File: config.mk
export PLATFORM = sky130hd
export DESIGN_NAME = pipelined_cla_addsub
export DESIGN_NICKNAME = d
export VERILOG_FILES = /design/src/rtl/pipelined_cla_addsub_pkg.sv /design/src/rtl/pipelined_cla_addsub_cla_slice.sv /design/src/rtl/pipelined_cla_addsub.sv
export SDC_FILE = /design/constraint.sdc
export NUM_CORES = 1
export LEC_CHECK = 0
export ABC_AREA = 1
export BUFFER_PORTS_ARGS = -buffer_cell sky130_fd_sc_hd__buf_2
export CAP_MARGIN = 5
export CORE_UTILIZATION = 46
export DETAILED_ROUTE_END_ITERATION = 6
export GPL_ROUTABILITY_DRIVEN = 1
export PLACE_DENSITY = 0.67
export SETUP_SLACK_MARGIN = 0.5
export SKIP_CTS_REPAIR_TIMING = 1
export SLEW_MARGIN = 40
export SYNTH_ARGS = -nofsm -noshare
export SYNTH_HDL_FRONTEND = slang
export SYNTH_HIERARCHICAL = 1
export SYNTH_SLANG_ARGS = --single-unit
File: constraint.sdc
create_clock -name clock -period 17.1 [get_ports clock]
set_input_delay 0.855 -clock clock [delete_from_list [all_inputs] [get_ports clock]]
set_output_delay 0.855 -clock clock [all_outputs]
set_load 0.02 [all_outputs]
File: src/rtl/pipelined_cla_addsub_pkg.sv
// Shared ALU definitions for the pipelined carry-lookahead adder/subtractor.
// Holds default geometry, the add/sub opcode and the per-stage control record.
package pipelined_cla_addsub_pkg;

    localparam int DEF_WIDTH = 32;
    localparam int DEF_BLOCK = 8;

    localparam logic OP_ADD = 1'b0;
    localparam logic OP_SUB = 1'b1;

    // Control half of a stage record; partial sum and remaining operands
    // are sized per stage and live beside it in the stage's generate scope.
    typedef struct packed {
        logic valid;
        logic carry;
        logic zero;
    } stage_ctl_t;

endpackage

File: src/rtl/pipelined_cla_addsub_cla_slice.sv
// BLOCK-bit carry-lookahead slice: every carry is a flat generate/propagate
// sum of products, so nothing ripples across the slice.
module cla_slice
    import pipelined_cla_addsub_pkg::*;
#(
    parameter int BLOCK = DEF_BLOCK
) (
    input  logic [BLOCK-1:0] a,
    input  logic [BLOCK-1:0] b,
    input  logic             cin,
    output logic [BLOCK-1:0] sum,
    output logic             cout,
    output logic             cmsb,
    output logic             zero
);
    logic [BLOCK-1:0] g;
    logic [BLOCK-1:0] p;
    logic [BLOCK:0]   c;
    logic             term;
    logic             pchain;

    assign g = a & b;
    assign p = a ^ b;

    always_comb begin
        c      = '0;
        term   = 1'b0;
        pchain = 1'b1;
        c[0]   = cin;
        for (int i = 1; i <= BLOCK; i++) begin
            term   = 1'b0;
            pchain = 1'b1;
            for (int j = i - 1; j >= 0; j--) begin
                term   = term | (g[j] & pchain);
                pchain = pchain & p[j];
            end
            c[i] = term | (cin & pchain);
        end
    end

    assign sum  = p ^ c[BLOCK-1:0];
    assign cout = c[BLOCK];
    assign cmsb = c[BLOCK-1];
    assign zero = ~|sum;

endmodule

File: src/rtl/pipelined_cla_addsub.sv
// Pipelined CLA adder/subtractor: one BLOCK-bit slice resolved per stage,
// carry registered between stages, valid/ready with collapsing bubbles.
module pipelined_cla_addsub
    import pipelined_cla_addsub_pkg::*;
#(
    parameter int WIDTH = DEF_WIDTH,
    parameter int BLOCK = DEF_BLOCK
) (
    input  logic             clock,
    input  logic             reset,
    input  logic             in_valid,
    output logic             in_ready,
    input  logic [WIDTH-1:0] in_a,
    input  logic [WIDTH-1:0] in_b,
    input  logic             in_sub,
    output logic             out_valid,
    input  logic             out_ready,
    output logic [WIDTH-1:0] out_sum,
    output logic             out_ovf,
    output logic             out_cout,
    output logic             out_zero
);
    localparam int NSTAGE = WIDTH / BLOCK;

    if ((WIDTH % BLOCK) != 0) begin : g_bad_width
        $fatal(1, "pipelined_cla_addsub: WIDTH %0d is not a multiple of BLOCK %0d", WIDTH, BLOCK);
    end

    logic [NSTAGE-1:0] vld;
    logic [NSTAGE-1:0] load;

    // Ready chain runs combinationally from out_ready back to stage 0.
    always_comb begin
        load           = '0;
        load[NSTAGE-1] = !vld[NSTAGE-1] || out_ready;
        for (int k = NSTAGE - 2; k >= 0; k--)
            load[k] = !vld[k] || load[k+1];
    end

    assign in_ready = load[0];

    for (genvar k = 0; k < NSTAGE; k++) begin : g_stage
        localparam int IW = WIDTH - k * BLOCK;

        logic [IW-1:0]          a_in;
        logic [IW-1:0]          b_in;
        logic                   cin;
        logic                   zero_in;
        logic                   valid_in;
        logic [BLOCK-1:0]       s;
        logic                   s_cout;
        logic                   s_cmsb;
        logic                   s_zero;
        logic [(k+1)*BLOCK-1:0] sum_nx;
        logic [(k+1)*BLOCK-1:0] sum_r;
        stage_ctl_t             ctl_r;

        if (k == 0) begin : g_entry
            // B is inverted once here; later stages carry it already inverted.
            assign a_in     = in_a;
            assign b_in     = in_b ^ {WIDTH{in_sub == OP_SUB}};
            assign cin      = (in_sub == OP_SUB);
            assign zero_in  = 1'b1;
            assign valid_in = in_valid;
            assign sum_nx   = s;
        end else begin : g_chain
            assign a_in     = g_stage[k-1].g_rem.a_r;
            assign b_in     = g_stage[k-1].g_rem.b_r;
            assign cin      = g_stage[k-1].ctl_r.carry;
            assign zero_in  = g_stage[k-1].ctl_r.zero;
            assign valid_in = g_stage[k-1].ctl_r.valid;
            assign sum_nx   = {s, g_stage[k-1].sum_r};
        end

        cla_slice #(.BLOCK(BLOCK)) u_slice (
            .a    (a_in[BLOCK-1:0]),
            .b    (b_in[BLOCK-1:0]),
            .cin  (cin),
            .sum  (s),
            .cout (s_cout),
            .cmsb (s_cmsb),
            .zero (s_zero)
        );

        always_ff @(posedge clock or posedge reset) begin
            if (reset) begin
                ctl_r <= '{valid: 1'b0, carry: 1'b0, zero: 1'b1};
                sum_r <= '0;
            end else if (load[k]) begin
                ctl_r <= '{valid: valid_in, carry: s_cout, zero: zero_in & s_zero};
                sum_r <= sum_nx;
            end
        end

        assign vld[k] = ctl_r.valid;

        if (k < NSTAGE - 1) begin : g_rem
            logic [IW-BLOCK-1:0] a_r;
            logic [IW-BLOCK-1:0] b_r;
            logic                unused_cmsb;

            // Carry into the MSB only matters in the top slice.
            assign unused_cmsb = s_cmsb;

            always_ff @(posedge clock or posedge reset) begin
                if (reset) begin
                    a_r <= '0;
                    b_r <= '0;
                end else if (load[k]) begin
                    a_r <= a_in[IW-1:BLOCK];
                    b_r <= b_in[IW-1:BLOCK];
                end
            end
        end else begin : g_last
            logic ovf_r;

            always_ff @(posedge clock or posedge reset) begin
                if (reset)
                    ovf_r <= 1'b0;
                else if (load[k])
                    ovf_r <= s_cmsb ^ s_cout;
            end
        end
    end

    assign out_valid = vld[NSTAGE-1];
    assign out_sum   = g_stage[NSTAGE-1].sum_r;
    assign out_cout  = g_stage[NSTAGE-1].ctl_r.carry;
    assign out_zero  = g_stage[NSTAGE-1].ctl_r.zero;
    assign out_ovf   = g_stage[NSTAGE-1].g_last.ovf_r;

endmodule
==> key figures, run 1 <==
Finish
  • Register area: 4740 um2
  • Ratio of cells with drive above 1 in the final layout: 14.5%
  • Diode count: 0
  • Footprint of the multi-input gates: about 4300 um2
  • Fin nets: between 1000 and 1500
  • Fill cells: 2025
  • Synthesis-to-finish area growth: 12.9%

GRT
  • GR peak layer: met1
  • Initial antenna violation count: 0
  • Routing usage on met1: 29.5%
  • Gr ovfl total: 0
  • Largest net degree at the start of global routing: roughly 110
  • Met3 Resource Use GR: 3.45%
  • GR Util met2: around 30%
  • Number of global-route vias before repair: 7197
  • GRT Total Usage: 19.7%
  • First-pass GRT wire length: 34.6 mm

Yosys
  • Synthesized net count: 1348
  • Synthesized area: 9670 um2
  • Synthesized area per cell: 7.78 um2
  • Cell count after synthesis: 1243
  • Ys Warns: 6

Clocking
  • Sink Count: 189
  • H-tree levels: 4
  • Root Driver: clkbuf_16
  • CTS tree: done
  • Clk_lat worst skew: between 0.4 and 0.5 ns
  • Clk buf depth: 2
  • CTS Buf Count: 17
  • CTS clk-pin slew, worst paths: 0.07 ns

Route
  • Initial DRC count: 482
  • Number of routed nets with antenna violations: 0
  • Router iterations before antenna repair: 5
  • Drt via density: 4.74
  • Final routed DRC violation total: 0
  • Routed wire length: 19.6 mm
  • Vias: approximately 7600
  • WL/cell: 12.2 um

Worst setup path
  • R2r setup slk: 14.40 ns
  • Critical Path Sink: in_ready
  • Reg-to-Reg End: g_stage[1].g_rem.b_r[14]
  • CP Max Fanout: 60
  • Critical path origin: out_ready
  • Worst endpoint required time: ~16 ns
  • Worst setup SP type: input port
  • Arrival @ worst endpoint: between 2 and 2.5 ns
  • Setup crit end kind: output port
  • Kind of critical path: input port to output port
  • Reg-to-Reg Start: out_valid
  • R2r worst-path depth: 6

Die
  • Initial core utilization: 47.3%
  • Die height: 147 um
  • Core area: 20400 um2
  • Die area: ~22000 um2
  • Cell row count: 52
  • DIE WIDTH: 147 um
  • I/O pin total: 106

Timing
  • Setup violators final: 0
  • Hold slack final: approximately 0.46 ns
  • Post-route minimum period: between 3 and 4 ns
  • Final Hold Viols: 0
  • Slew Limit Fails: 0
  • Slew @ Worst Pin: 0.805 ns
  • Maximum clock frequency: 329 MHz
  • RSZ-0062 raised after global routing: false
  • Slack of the critical path: 14.06 ns
  • Slew headroom: 46.4%
  • Sum Neg Setup Slack: 0 ns
  • Final cycle utilization of the critical path: 17.8%
  • Worst clock skew: 0.0113 ns

Power and ir drop
  • Leakage: between 6 and 7 nW
  • Max VDD drop: between 0.07 and 0.08 mV
  • Cell Pwr Density: 140 nW/um2

Placed design
  • Detailed placer's ending HPWL: 13.8 mm
  • Number of I/O port buffers: 105
  • Worst slack at placement: 13.78 ns
  • Gpl congestion: 0.829

Hold path
  • HP Class: input port to asynchronous set/reset pin

Flow run
  • Max Cap Viol: 0

Run status
  • Outcome: complete, no violations
power by group:
| group | switching [W] | internal, W |
|---|---|---|
| clock | 0.000177 | 0.000218 |
| combinational | 0.000315 | 0.000173 |
| sequential | 0.0000783 | 0.000567 |
| total | 0.000570 | 0.000958 |
cell type report:
class	instances	share of cell area (%)
multi-input combinational	913	39.8
sequential	189	43.4
inverter	89	3.12
timing repair buffer	111	5.32
clock inverter	14	1.46
tap	270	3.09
clock buffer	17	3.90
worst max-delay path: stages:
cell and delay [ns]:
buf_2 0.11, nor2_2 0.09, buf_4 0.36, nand4_1 0.14, buf_4 0.34, buf_2 0.25
worst min path at each step:
| stage | from | cells past startpoint | end |
|---|---|---|---|
| global placement | out_sum[13] | 2 | out_sum[13] |
| global route | out_sum[26] | 2 | out_sum[26] |
| finish | reset | 2 | g_stage[1].valid_in |
| CTS | out_sum[18] | 2 | out_sum[18] |
| floorplan | g_stage[2].sum_r[0] | 2 | g_stage[2].sum_r[0] |
| detailed placement | out_sum[18] | 2 | out_sum[18] |
cells in the final DEF, fill, tap and decap left out, types with 3 or more instances in the layout:
cell	instances
xnor2_1	3
inv_2	3
xor2_1	39
o21ai_0	7
nor2_4	3
nand2_1	609
clkbuf_16	17
nor2_1	45
inv_1	84
clkinvlp_4	3
buf_2	104
fa_1	4
buf_4	5
nor2_2	11
nand4_1	11
dfrtp_1	184
dfstp_2	4
ha_1	32
inv_6	4
clkinv_2	3
nand3_1	109
a21oi_1	7
nand2_2	15
nand3_2	8
stage by stage:
stage | std cells | total power (W) | area [um2] | util [%]
5_1_grt | 1603 | 0.00165 | 10900 | 53.4
3_3_place_gp | 1572 | 0.00113 | 10300 | 50.5
2_1_floorplan | 1243 | 0.00101 | 9670 | -
3_5_place_dp | 1572 | 0.00115 | 10300 | 50.6
6_report | 1603 | 0.00153 | 10900 | 53.4
4_1_cts | 1603 | 0.00154 | 10900 | 53.4
sequential cells by signal (all words and copies together), names as in the netlist:
register           cells
out_valid              1
out_zero               1
g_stage.cin            3
g_stage.sum_r         48
g_stage.g_rem.a_r     48
g_stage.zero_in        3
out_ovf                1
out_sum               32
out_cout               1
g_stage.g_rem.b_r     48
g_stage.valid_in       3
per-layer routing:
metal | vias up | wire length [um]
met4 | 0 | 195
met2 | 130 | 8650
met3 | 16 | 653
li1 | 3991 | -
met5 | - | 0
met1 | 3459 | 10100
No activity file was read; power rests on OpenSTA's default activity.
==> inputs of run 2 (changes only) <==
--- a/config.mk
+++ b/config.mk
@@ -11,7 +11,7 @@
 export CORE_UTILIZATION = 46
 export DETAILED_ROUTE_END_ITERATION = 6
 export GPL_ROUTABILITY_DRIVEN = 1
-export PLACE_DENSITY = 0.67
+export PLACE_DENSITY = 0.7
 export SETUP_SLACK_MARGIN = 0.5
 export SKIP_CTS_REPAIR_TIMING = 1
 export SLEW_MARGIN = 40
==> constraint.sdc (replaced) <==
create_clock -name clock -period 2.5 [get_ports clock]
set_input_delay 0.125 -clock clock [delete_from_list [all_inputs] [get_ports clock]]
set_output_delay 0.125 -clock clock [all_outputs]
set_load 0.02 [all_outputs]
==> key figures, run 2 (same netlist as run 1, synthesis figures left out) <==
Timing
  • Slew headroom: 49.5% (+3.1 points)
  • Final Hold Viols: 7 (+7)
  • Maximum clock frequency: 523 MHz
  • Slack of the critical path: 0.586 ns (-13.47 ns)
  • Post-route minimum period: 1.91 ns
  • Worst clock skew: 0.00622 ns (-0.00506 ns)
  • RSZ-0062 raised after global routing: true
  • Setup violators final: 0 (unchanged)
  • Slew @ Worst Pin: 0.756 ns (-0.0487 ns)
  • Hold slack final: -0.0208 ns (-0.483 ns)
  • Slew Limit Fails: 0 (unchanged)
  • Final cycle utilization of the critical path: 76.6%

Finish
  • Fin nets: 1476 (+3.5%)
  • Commonest non-fill, non-tap cells in the layout: nand2_1, dfrtp_1, nand3_1
  • Diode count: 0 (unchanged)
  • Ratio of cells with drive above 1 in the final layout: 15.0% (+0.55 points)
  • Final Util: 56.4% (+3.0 points)
  • Fin cells: 1654 (+3.2%)
  • Most common cell after layout, fill and taps aside: nand2_1
  • Synthesis-to-finish area growth: 19.2%
  • Top Registers: g_stage.g_rem.a_r x48, g_stage.g_rem.b_r x48, g_stage.sum_r x48
  • Design Area, Final: 11500 um2 (+5.6%)

Clocking
  • H-tree levels: 4 (unchanged)
  • CTS tree: done
  • CTS Buf Count: 17 (unchanged)
  • Clk_lat worst skew: 0.43 ns (about the same)
  • CTS clk-pin slew, worst paths: 0.07 ns (about the same)
  • Clk buf depth: 2 (unchanged)
  • Sink Count: 189 (unchanged)
  • Root Driver: clkbuf_16

GRT
  • First-pass GRT wire length: 35.6 mm (+2.8%)
  • GR peak layer: met2
  • Initial antenna violation count: 0 (unchanged)
  • Largest net degree at the start of global routing: 61 (-46%)
  • Gr ovfl total: 0 (unchanged)
  • Met3 Resource Use GR: 3.57% (+0.12 points)
  • GR Util met2: 33.2% (+3.9 points)
  • Routing usage on met1: 28.2% (-1.3 points)
  • Number of global-route vias before repair: 7466 (+3.7%)
  • GRT Total Usage: 20.5% (+0.84 points)

Die
  • Initial core utilization: 47.3% (unchanged)
  • Die height: 147 um (unchanged)
  • I/O pin total: 106 (unchanged)
  • DIE WIDTH: 147 um (unchanged)
  • Cell row count: 52 (unchanged)
  • Core area: 20400 um2 (unchanged)
  • Die area: 21600 um2 (unchanged)

Placed design
  • Placed Area: 10400 um2 (+1.1%)
  • Placed Instances: 1581 (+0.57%)
  • Worst slack at placement: 0.635 ns (-13.15 ns)
  • Number of I/O port buffers: 105 (unchanged)
  • Gpl congestion: 0.890 (+7.3%)
  • Detailed placer's ending HPWL: 14.5 mm (+5.1%)

Run status
  • Outcome: finished, violations left
  • Violations in the final reports: hold timing

Worst setup path
  • CP Max Fanout: 60 (unchanged)
  • Critical path origin: g_stage[1].valid_in
  • Kind of critical path: register to output port
  • Worst endpoint required time: 2.38 ns (-13.87 ns)
  • Setup crit end kind: output port
  • Worst path cell trace: nand4_1, buf_12, buf_2
  • CP max stage delay: 0.62 ns (+0.26 ns)
  • Reg-to-Reg Start: g_stage[0].g_rem.a_r[3]
  • Worst setup SP type: register
  • Arrival @ worst endpoint: 1.79 ns (-0.39 ns)
  • Crit-path slowest cell: dfrtp_4

Route
  • Initial DRC count: 509 (+5.6%)
  • WL/cell: 12.8 um (+4.4%)
  • Final routed DRC violation total: 0 (unchanged)
  • Drt via density: 4.82 (+1.8%)
  • Router iterations before antenna repair: 7 (+2)
  • Number of routed nets with antenna violations: 0 (unchanged)
  • Routed wire length: 21.1 mm (+7.7%)
  • Vias: 7977 (+5.0%)

Power and ir drop
  • Design Power: 0.0108 W (+610%)
  • Max VDD drop: 0.554 mV (+680%)
  • Leakage: 6.34 nW (+4.1%)
  • Cell Pwr Density: 935 nW/um2 (+570%)

Flow run
  • Max Cap Viol: 0 (unchanged)

Hold path
  • HP Class: input port to register
  • Hold Startpoint: in_b[8]
[run 2: changes by cell type in the layout (fill, tap and decap cells not counted), moves of 5 or more]
cell / change
dlygate4sd3_1: +41
ha_1: -7
ha_2: +6
buf_12: +5
buf_4: +5
[run 2: routing by layer]
layer | part of all wire, % | vias to the layer above
met4 | 1.7 | 0
li1 | - | 4096
met2 | 47 | 153
met5 | 0 | -
met1 | 48 | 3701
met3 | 3.3 | 27
[run 2: power by group]
| part | leakage (nW) | internal, W | switching [W] | total (W) |
|---|---|---|---|---|
| combinational | 3.77 | 0.00128 | 0.00221 | 0.00349 |
| clock | 0.311 | 0.00174 | 0.00118 | 0.00291 |
| sequential | 2.26 | 0.00388 | 0.000503 | 0.00438 |
[run 2: layout make-up]
class | instances | area, um2
inverter | 89 | 340
clock inverter | 12 | 181
multi-input combinational | 913 | 4360
tap | 270 | 338
clock buffer | 20 | 457
timing repair buffer | 161 | 1110
fill | 1892 | 8900
sequential | 189 | 4740
[run 2: worst max-delay path, delay by kind of cell, from the launching register on]
kind	cells	cell delay [ns]
buffers and inverters	2	0.49
AND/OR/NAND/NOR	1	0.20
flip-flops	1	0.62
[run 2: final timing paths]
check                           cells past startpoint  slack, ns                      end
worst max-delay path                                3       0.59                 in_ready
worst min-delay path                                4      -0.02  g_stage[0].g_rem.b_r[0]
worst max register to register                     12       0.62       g_stage[2].zero_in
worst min register to register                      2       0.46      g_stage[1].sum_r[0]
max in group asynchronous                           4       1.32       g_stage[1].zero_in
min in group asynchronous                           3       0.37      g_stage[1].sum_r[2]
[run 2: metrics by stage]
step	setup TNS [ns]	hold slack, ns
4_1_cts	0	-0.159
3_5_place_dp	0	0.305
3_3_place_gp	0	0.288
5_1_grt	0	0.00569
2_1_floorplan	-10.40	0.224
6_report	0	-0.0208
